$ cat config.mk
export PLATFORM = sky130hd
export DESIGN_NAME = lcd_xfer_timing
export DESIGN_NICKNAME = d
export VERILOG_FILES = /design/src/rtl/lcd_xfer_timing.sv
export SDC_FILE = /design/constraint.sdc
export NUM_CORES = 1
export LEC_CHECK = 0
export CORE_AREA = 4 4 50 97
export CTS_BUF_LIST = sky130_fd_sc_hd__clkbuf_8
export CTS_CLUSTER_DIAMETER = 40
export DETAILED_ROUTE_END_ITERATION = 10
export DIE_AREA = 0 0 54 101
export PLACE_DENSITY = 0.73
export SLEW_MARGIN = 25
export SYNTH_ARGS = -nofsm -noshare
export SYNTH_HDL_FRONTEND = slang
export SYNTH_SLANG_ARGS = --single-unit
$ cat constraint.sdc
create_clock -name CLK -period 2.19 [get_ports CLK]
set_input_delay 0.657 -clock CLK [delete_from_list [all_inputs] [get_ports CLK]]
set_output_delay 0.657 -clock CLK [all_outputs]
set_load 0.05 [all_outputs]
$ cat src/rtl/lcd_xfer_timing.sv
`timescale 1ns/1ps
`default_nettype none
// ============================================================================
// Module   : lcd_xfer_timing
// Brief    : Timed LCD write of one byte (4- or 8-bit bus) with START/BUSY/DONE
//            handshake and selectable long post-delay for clear/home commands.
// Revision : 1.0 - initial release
// ============================================================================

module lcd_xfer_timing #(
  parameter int unsigned  MODE8     = 0,
  parameter int unsigned  SETUP_CYC = 2,
  parameter int unsigned  EN_CYC    = 12,
  parameter int unsigned  GAP_CYC   = 50,
  parameter int unsigned  CMD_CYC   = 2000,
  parameter int unsigned  LONG_CYC  = 82000,
  localparam int unsigned BUS_W     = (MODE8 != 0) ? 8 : 4
) (
  input  logic             CLK,
  input  logic             RST,
  input  logic             START,
  input  logic [7:0]       BYTE,
  input  logic             RS_IN,
  input  logic             LONG,
  output logic             BUSY,
  output logic             DONE,
  output logic             LCD_E,
  output logic             LCD_RS,
  output logic             LCD_RW,
  output logic [BUS_W-1:0] LCD_D
);

  localparam int unsigned c_max_se   = (SETUP_CYC > EN_CYC) ? SETUP_CYC : EN_CYC;
  localparam int unsigned c_max_seg  = (c_max_se > GAP_CYC) ? c_max_se : GAP_CYC;
  localparam int unsigned c_max_post = (CMD_CYC > LONG_CYC) ? CMD_CYC : LONG_CYC;
  localparam int unsigned c_max_cyc  = (c_max_seg > c_max_post) ? c_max_seg : c_max_post;
  localparam int unsigned CNT_W      = $clog2(c_max_cyc) + 1;

  localparam logic [CNT_W-1:0] c_setup_ld = CNT_W'(SETUP_CYC - 1);
  localparam logic [CNT_W-1:0] c_en_ld    = CNT_W'(EN_CYC - 1);
  localparam logic [CNT_W-1:0] c_gap_ld   = CNT_W'(GAP_CYC - 1);
  localparam logic [CNT_W-1:0] c_cmd_ld   = CNT_W'(CMD_CYC - 1);
  localparam logic [CNT_W-1:0] c_long_ld  = CNT_W'(LONG_CYC - 1);

  if (MODE8 > 1 || SETUP_CYC == 0 || EN_CYC == 0 || GAP_CYC == 0 ||
      CMD_CYC == 0 || LONG_CYC == 0) begin : g_param_check
    $error("lcd_xfer_timing: MODE8 must be 0/1 and every *_CYC must be >= 1");
  end

  typedef enum logic [2:0] {
    S_IDLE    = 3'd0,
    S_SETUP_H = 3'd1,
    S_EN_H    = 3'd2,
    S_GAP     = 3'd3,
    S_SETUP_L = 3'd4,
    S_EN_L    = 3'd5,
    S_WAIT    = 3'd6,
    S_FIN     = 3'd7
  } state_t;

  state_t           r_state;
  logic [CNT_W-1:0] r_cnt;
  logic [BUS_W-1:0] r_lo;
  logic             r_long;
  logic             r_rs;
  logic             r_e;
  logic             r_busy;
  logic             r_done;
  logic [BUS_W-1:0] r_d;

  logic             w_cnt_zero;
  logic [CNT_W-1:0] w_post_ld;
  logic [BUS_W-1:0] w_first;
  logic [BUS_W-1:0] w_second;

  assign w_cnt_zero = (r_cnt == '0);
  assign w_post_ld  = r_long ? c_long_ld : c_cmd_ld;

  // Bus halves are picked from BYTE at acceptance; the second half is latched.
  if (MODE8 != 0) begin : g_bus8
    assign w_first  = BYTE;
    assign w_second = BYTE;
  end else begin : g_bus4
    assign w_first  = BYTE[7:4];
    assign w_second = BYTE[3:0];
  end

  // All outputs are registered next to the state so E cannot glitch.
  always_ff @(posedge CLK or posedge RST) begin
    if (RST) begin
      r_state <= S_IDLE;
      r_cnt   <= '0;
      r_lo    <= '0;
      r_long  <= 1'b0;
      r_rs    <= 1'b0;
      r_e     <= 1'b0;
      r_busy  <= 1'b0;
      r_done  <= 1'b0;
      r_d     <= '0;
    end else begin
      r_done <= 1'b0;
      case (r_state)
        S_IDLE: begin
          if (START) begin
            r_lo    <= w_second;
            r_long  <= LONG;
            r_rs    <= RS_IN;
            r_d     <= w_first;
            r_busy  <= 1'b1;
            r_cnt   <= c_setup_ld;
            r_state <= S_SETUP_H;
          end
        end
        S_SETUP_H: begin
          if (w_cnt_zero) begin
            r_e     <= 1'b1;
            r_cnt   <= c_en_ld;
            r_state <= S_EN_H;
          end else begin
            r_cnt <= r_cnt - 1'b1;
          end
        end
        S_EN_H: begin
          if (w_cnt_zero) begin
            r_e <= 1'b0;
            if (MODE8 != 0) begin
              r_cnt   <= w_post_ld;
              r_state <= S_WAIT;
            end else begin
              r_cnt   <= c_gap_ld;
              r_state <= S_GAP;
            end
          end else begin
            r_cnt <= r_cnt - 1'b1;
          end
        end
        S_GAP: begin
          if (w_cnt_zero) begin
            r_d     <= r_lo;
            r_cnt   <= c_setup_ld;
            r_state <= S_SETUP_L;
          end else begin
            r_cnt <= r_cnt - 1'b1;
          end
        end
        S_SETUP_L: begin
          if (w_cnt_zero) begin
            r_e     <= 1'b1;
            r_cnt   <= c_en_ld;
            r_state <= S_EN_L;
          end else begin
            r_cnt <= r_cnt - 1'b1;
          end
        end
        S_EN_L: begin
          if (w_cnt_zero) begin
            r_e     <= 1'b0;
            r_cnt   <= w_post_ld;
            r_state <= S_WAIT;
          end else begin
            r_cnt <= r_cnt - 1'b1;
          end
        end
        S_WAIT: begin
          if (w_cnt_zero) begin
            r_done  <= 1'b1;
            r_state <= S_FIN;
          end else begin
            r_cnt <= r_cnt - 1'b1;
          end
        end
        S_FIN: begin
          r_busy  <= 1'b0;
          r_state <= S_IDLE;
        end
        default: begin
          r_e     <= 1'b0;
          r_busy  <= 1'b0;
          r_cnt   <= '0;
          r_state <= S_IDLE;
        end
      endcase
    end
  end

  assign BUSY   = r_busy;
  assign DONE   = r_done;
  assign LCD_E  = r_e;
  assign LCD_RS = r_rs;
  assign LCD_RW = 1'b0;
  assign LCD_D  = r_d;

endmodule

`default_nettype wire
==> results.toml <==
[outcome]
status = "complete, but fails checks"
violations = "negative setup slack"

[cts]
cts_inserted_buffers = 5
clock_sinks = 34
clkTransAtPathRegs_ps = 70
clock_latency_ps = 280
root_buffer = "clkbuf_8"
h-tree-depth = 2
ctsHoldBuffers = 0
cts_tree = "built"
clock_path_buffers = 2

[timing]
max_slew_margin = 0.645
clock_skew_ps = 3.41
fmax_mhz = 436
rsz0062_at_grt = "true"
drv_slew = 0
post-route-period-util = 1.05
fin_ws_ps = -104
max_slew.worst_pin.slew_ps = 528
finalCriticalPeriod_ps = 2290
setup_viol = 8
report.final.hold_viol_count = 0

[power]
p_leak_nw = 1.25
ir_drop_uv = 739
p_sw_mw = 1.28
p_clk_frac = 0.139
power.internal_mw = 1.87
p_per_area_nw_per_um2 = 1070
comb_power_share = 0.521
seqPwrFrac = 0.339
switching_share = 0.406

[hold_path]
hold_class = "reg2reg"

[logic_synthesis]
synthDistinctLibCells = 56
synth_edf_count = 0
syn_inst = 239
avgSynthCellArea_um2 = 8.87
yosysWarnings = 0
synth_seq_cells = 34
ys.flop_type = "dfrtp_1"
yosysMostFrequentCell = "dfrtp_1"
synth_commonest_cells = "dfrtp_1, nand2_1, nor2_1"
syn_nets = 254
synth_area_leader_cell = "dfrtp_1"
async_reset_ff_frac = 1.00
synth_top_area_frac = 0.401
synth_area_um2 = 2120
synthTopCellsByArea = "dfrtp_1, nand2_1, nor2_1, mux2_2, nor3_1"
yosysSeqAreaShare = 0.401

[layout]
finalCoreUtilization = 0.720
seq_area_um2 = 851
fin_area_um2 = 2940
syn_to_final_growth_pct = 38.8
fill_cells = 298
drive_gt1_frac = 0.332
n_antenna_cell = 0
final_nets = 319
multiInputGateArea_um2 = 1310

[die]
die_h_um = 101
fp-row-count = 33
start_util = 0.519
die_w_um = 54
core_area_um2 = 4090
io_pins = 22
die_area_um2 = 5450

[global_route]
grt_start_max_net_pins = 35
overflow = 0
grt_pass1_vias = 2283
grt_pass1_wl_um = 10200
antenna_found_initial = 0
track_usage = 0.253

[placement]
dpl.hpwl_um = 4600
numPortBuffers = 20
post_dp_cell_area_um2 = 2710
gp_congestion = 0.905

[worst_setup_path]
critPathArrivalTime_ps = 2510
crit_family = "simple AND/OR/NAND/NOR gates"
cp_max_fo = 6
crit_required_ps = 2410
cp_cell_sequence = "nor4_4 > nand2_1 > or4_4 > or4_4 > o31a_1 > o21ai_2"
cpMaxStageDelayCell = "or4_4"
cp-start-kind = "register"
crit_top_cell = "or4_4"
slowest_delay_ps = 580
cp-end-kind = "register"
cp_num_buf_inv = 0
critPathKind = "reg2reg"

[detailed_routing]
final_antenna_net_count = 0
drtIter0Drc = 57
first_pass_iters = 4
totalWireLength_um = 6240
wl_per_cell_um = 17.5
vias = 2196
vias_per_cell = 6.17
route.detailed.drc = 0

[run]
drv_cap = 0
## registers in the layout (all words and copies together) (netlist names)
register	cells
LCD_D	4
r_lo	4
BUSY	1
r_long	1
r_state	3
r_cnt	18
LCD_E	1
LCD_RS	1
DONE	1
## per-layer routing
metal  vias up  part of all wire  global-route usage
li1       1023                 -                   -
met1      1071              0.35               0.264
met2        68              0.55               0.436
met3        34             0.033              0.0385
met4         0             0.068               0.177
met5         -                 0                   0
## worst reg2reg max path: cells and delay by family, from the launching register on
kind | cells | cell delay [ps]
AO/OA/AOI/OAI | 2 | 240
flip-flops | 1 | 420
AND/OR/NAND/NOR | 4 | 1560
## area by class of cell
type	instances	area share
Multi-Input combinational cell	182	0.444
Sequential cell	34	0.289
Timing Repair Buffer	75	0.210
Clock buffer	5	0.0234
Tap cell	52	0.0221
Inverter	6	0.00765
Clock inverter	2	0.00340
## cells in the final DEF (no fill, tap or decap), drive strengths merged, types with 5 or more instances in the layout
cell,synthesis,routed
nor2,19,19
nand2b,7,7
a21oi,7,7
nor3,11,11
dfrtp,34,34
clkdlybuf4s50,0,18
nand3,6,6
or3,6,6
o21ai,18,18
nand2,25,25
inv,6,6
buf,5,57
mux2,5,5
or4,5,5
nor4,8,8
clkbuf,12,5
## kinds of logic after synthesis
family / count (synthesis) / share of synthesized area
DFF: 34 / 0.401
AOI/OAI and AO/OA: 67 / 0.230
xor gates and xnor gates: 5 / 0.0207
other: 1 / 0.00177
muxes: 6 / 0.0313
and+or+nand+nor: 101 / 0.260
adders and majority gates: 2 / 0.0118
buffers and inverters: 23 / 0.0437
## what timing repair did
action / 4_1_cts / 5_1_grt
setup endpoints to repair: 13 / 25
pin swaps: 1 / 5
setup buffers: 0 / 4
hold endpoints to repair: 0 / 0
cloned: 0 / 0
resized for setup: 5 / 20
## power groups by stage
stage | Clock, mW | Combinational, mW | Sequential, mW
5_1_grt | 0.474 | 1.78 | 1.09
3_3_place_gp | 0 | 1.50 | 1.05
4_1_cts | 0.448 | 1.56 | 1.05
2_1_floorplan | 0 | 0.723 | 1.18
3_5_place_dp | 0 | 1.53 | 1.05
6_report | 0.440 | 1.65 | 1.07
## worst paths after layout
check                                startpoint                endpoint  slack [ps]  cells after the start
max                        r_cnt[7]$_DFFE_PP0P_   r_cnt[16]$_DFFE_PP0P_        -100                      6
min                         r_lo[2]$_DFFE_PP0P_     r_lo[2]$_DFFE_PP0P_         520                      1
max reg2reg                r_cnt[7]$_DFFE_PP0P_   r_cnt[16]$_DFFE_PP0P_        -100                      6
min reg2reg                 r_lo[2]$_DFFE_PP0P_     r_lo[2]$_DFFE_PP0P_         520                      1
max in group asynchronous                   RST  r_state[0]$_DFFE_PP0P_        1100                      3
min in group asynchronous                   RST      LCD_RS$_DFFE_PP0P_         770                      3
## per-stage QoR
step	TNS [ps]	hold slack (ps)	power, mW	setup WS (ps)	instances
floorplan	-1.02	472	1.91	-1.02	239
global placement	-454	489	2.55	-90.8	345
detailed placement	-1160	501	2.58	-154	345
CTS	-73.3	518	3.06	-73.3	352
global route	-1370	533	3.35	-158	356
finish	-309	515	3.16	-104	356
(Power assumes the default switching activity.)
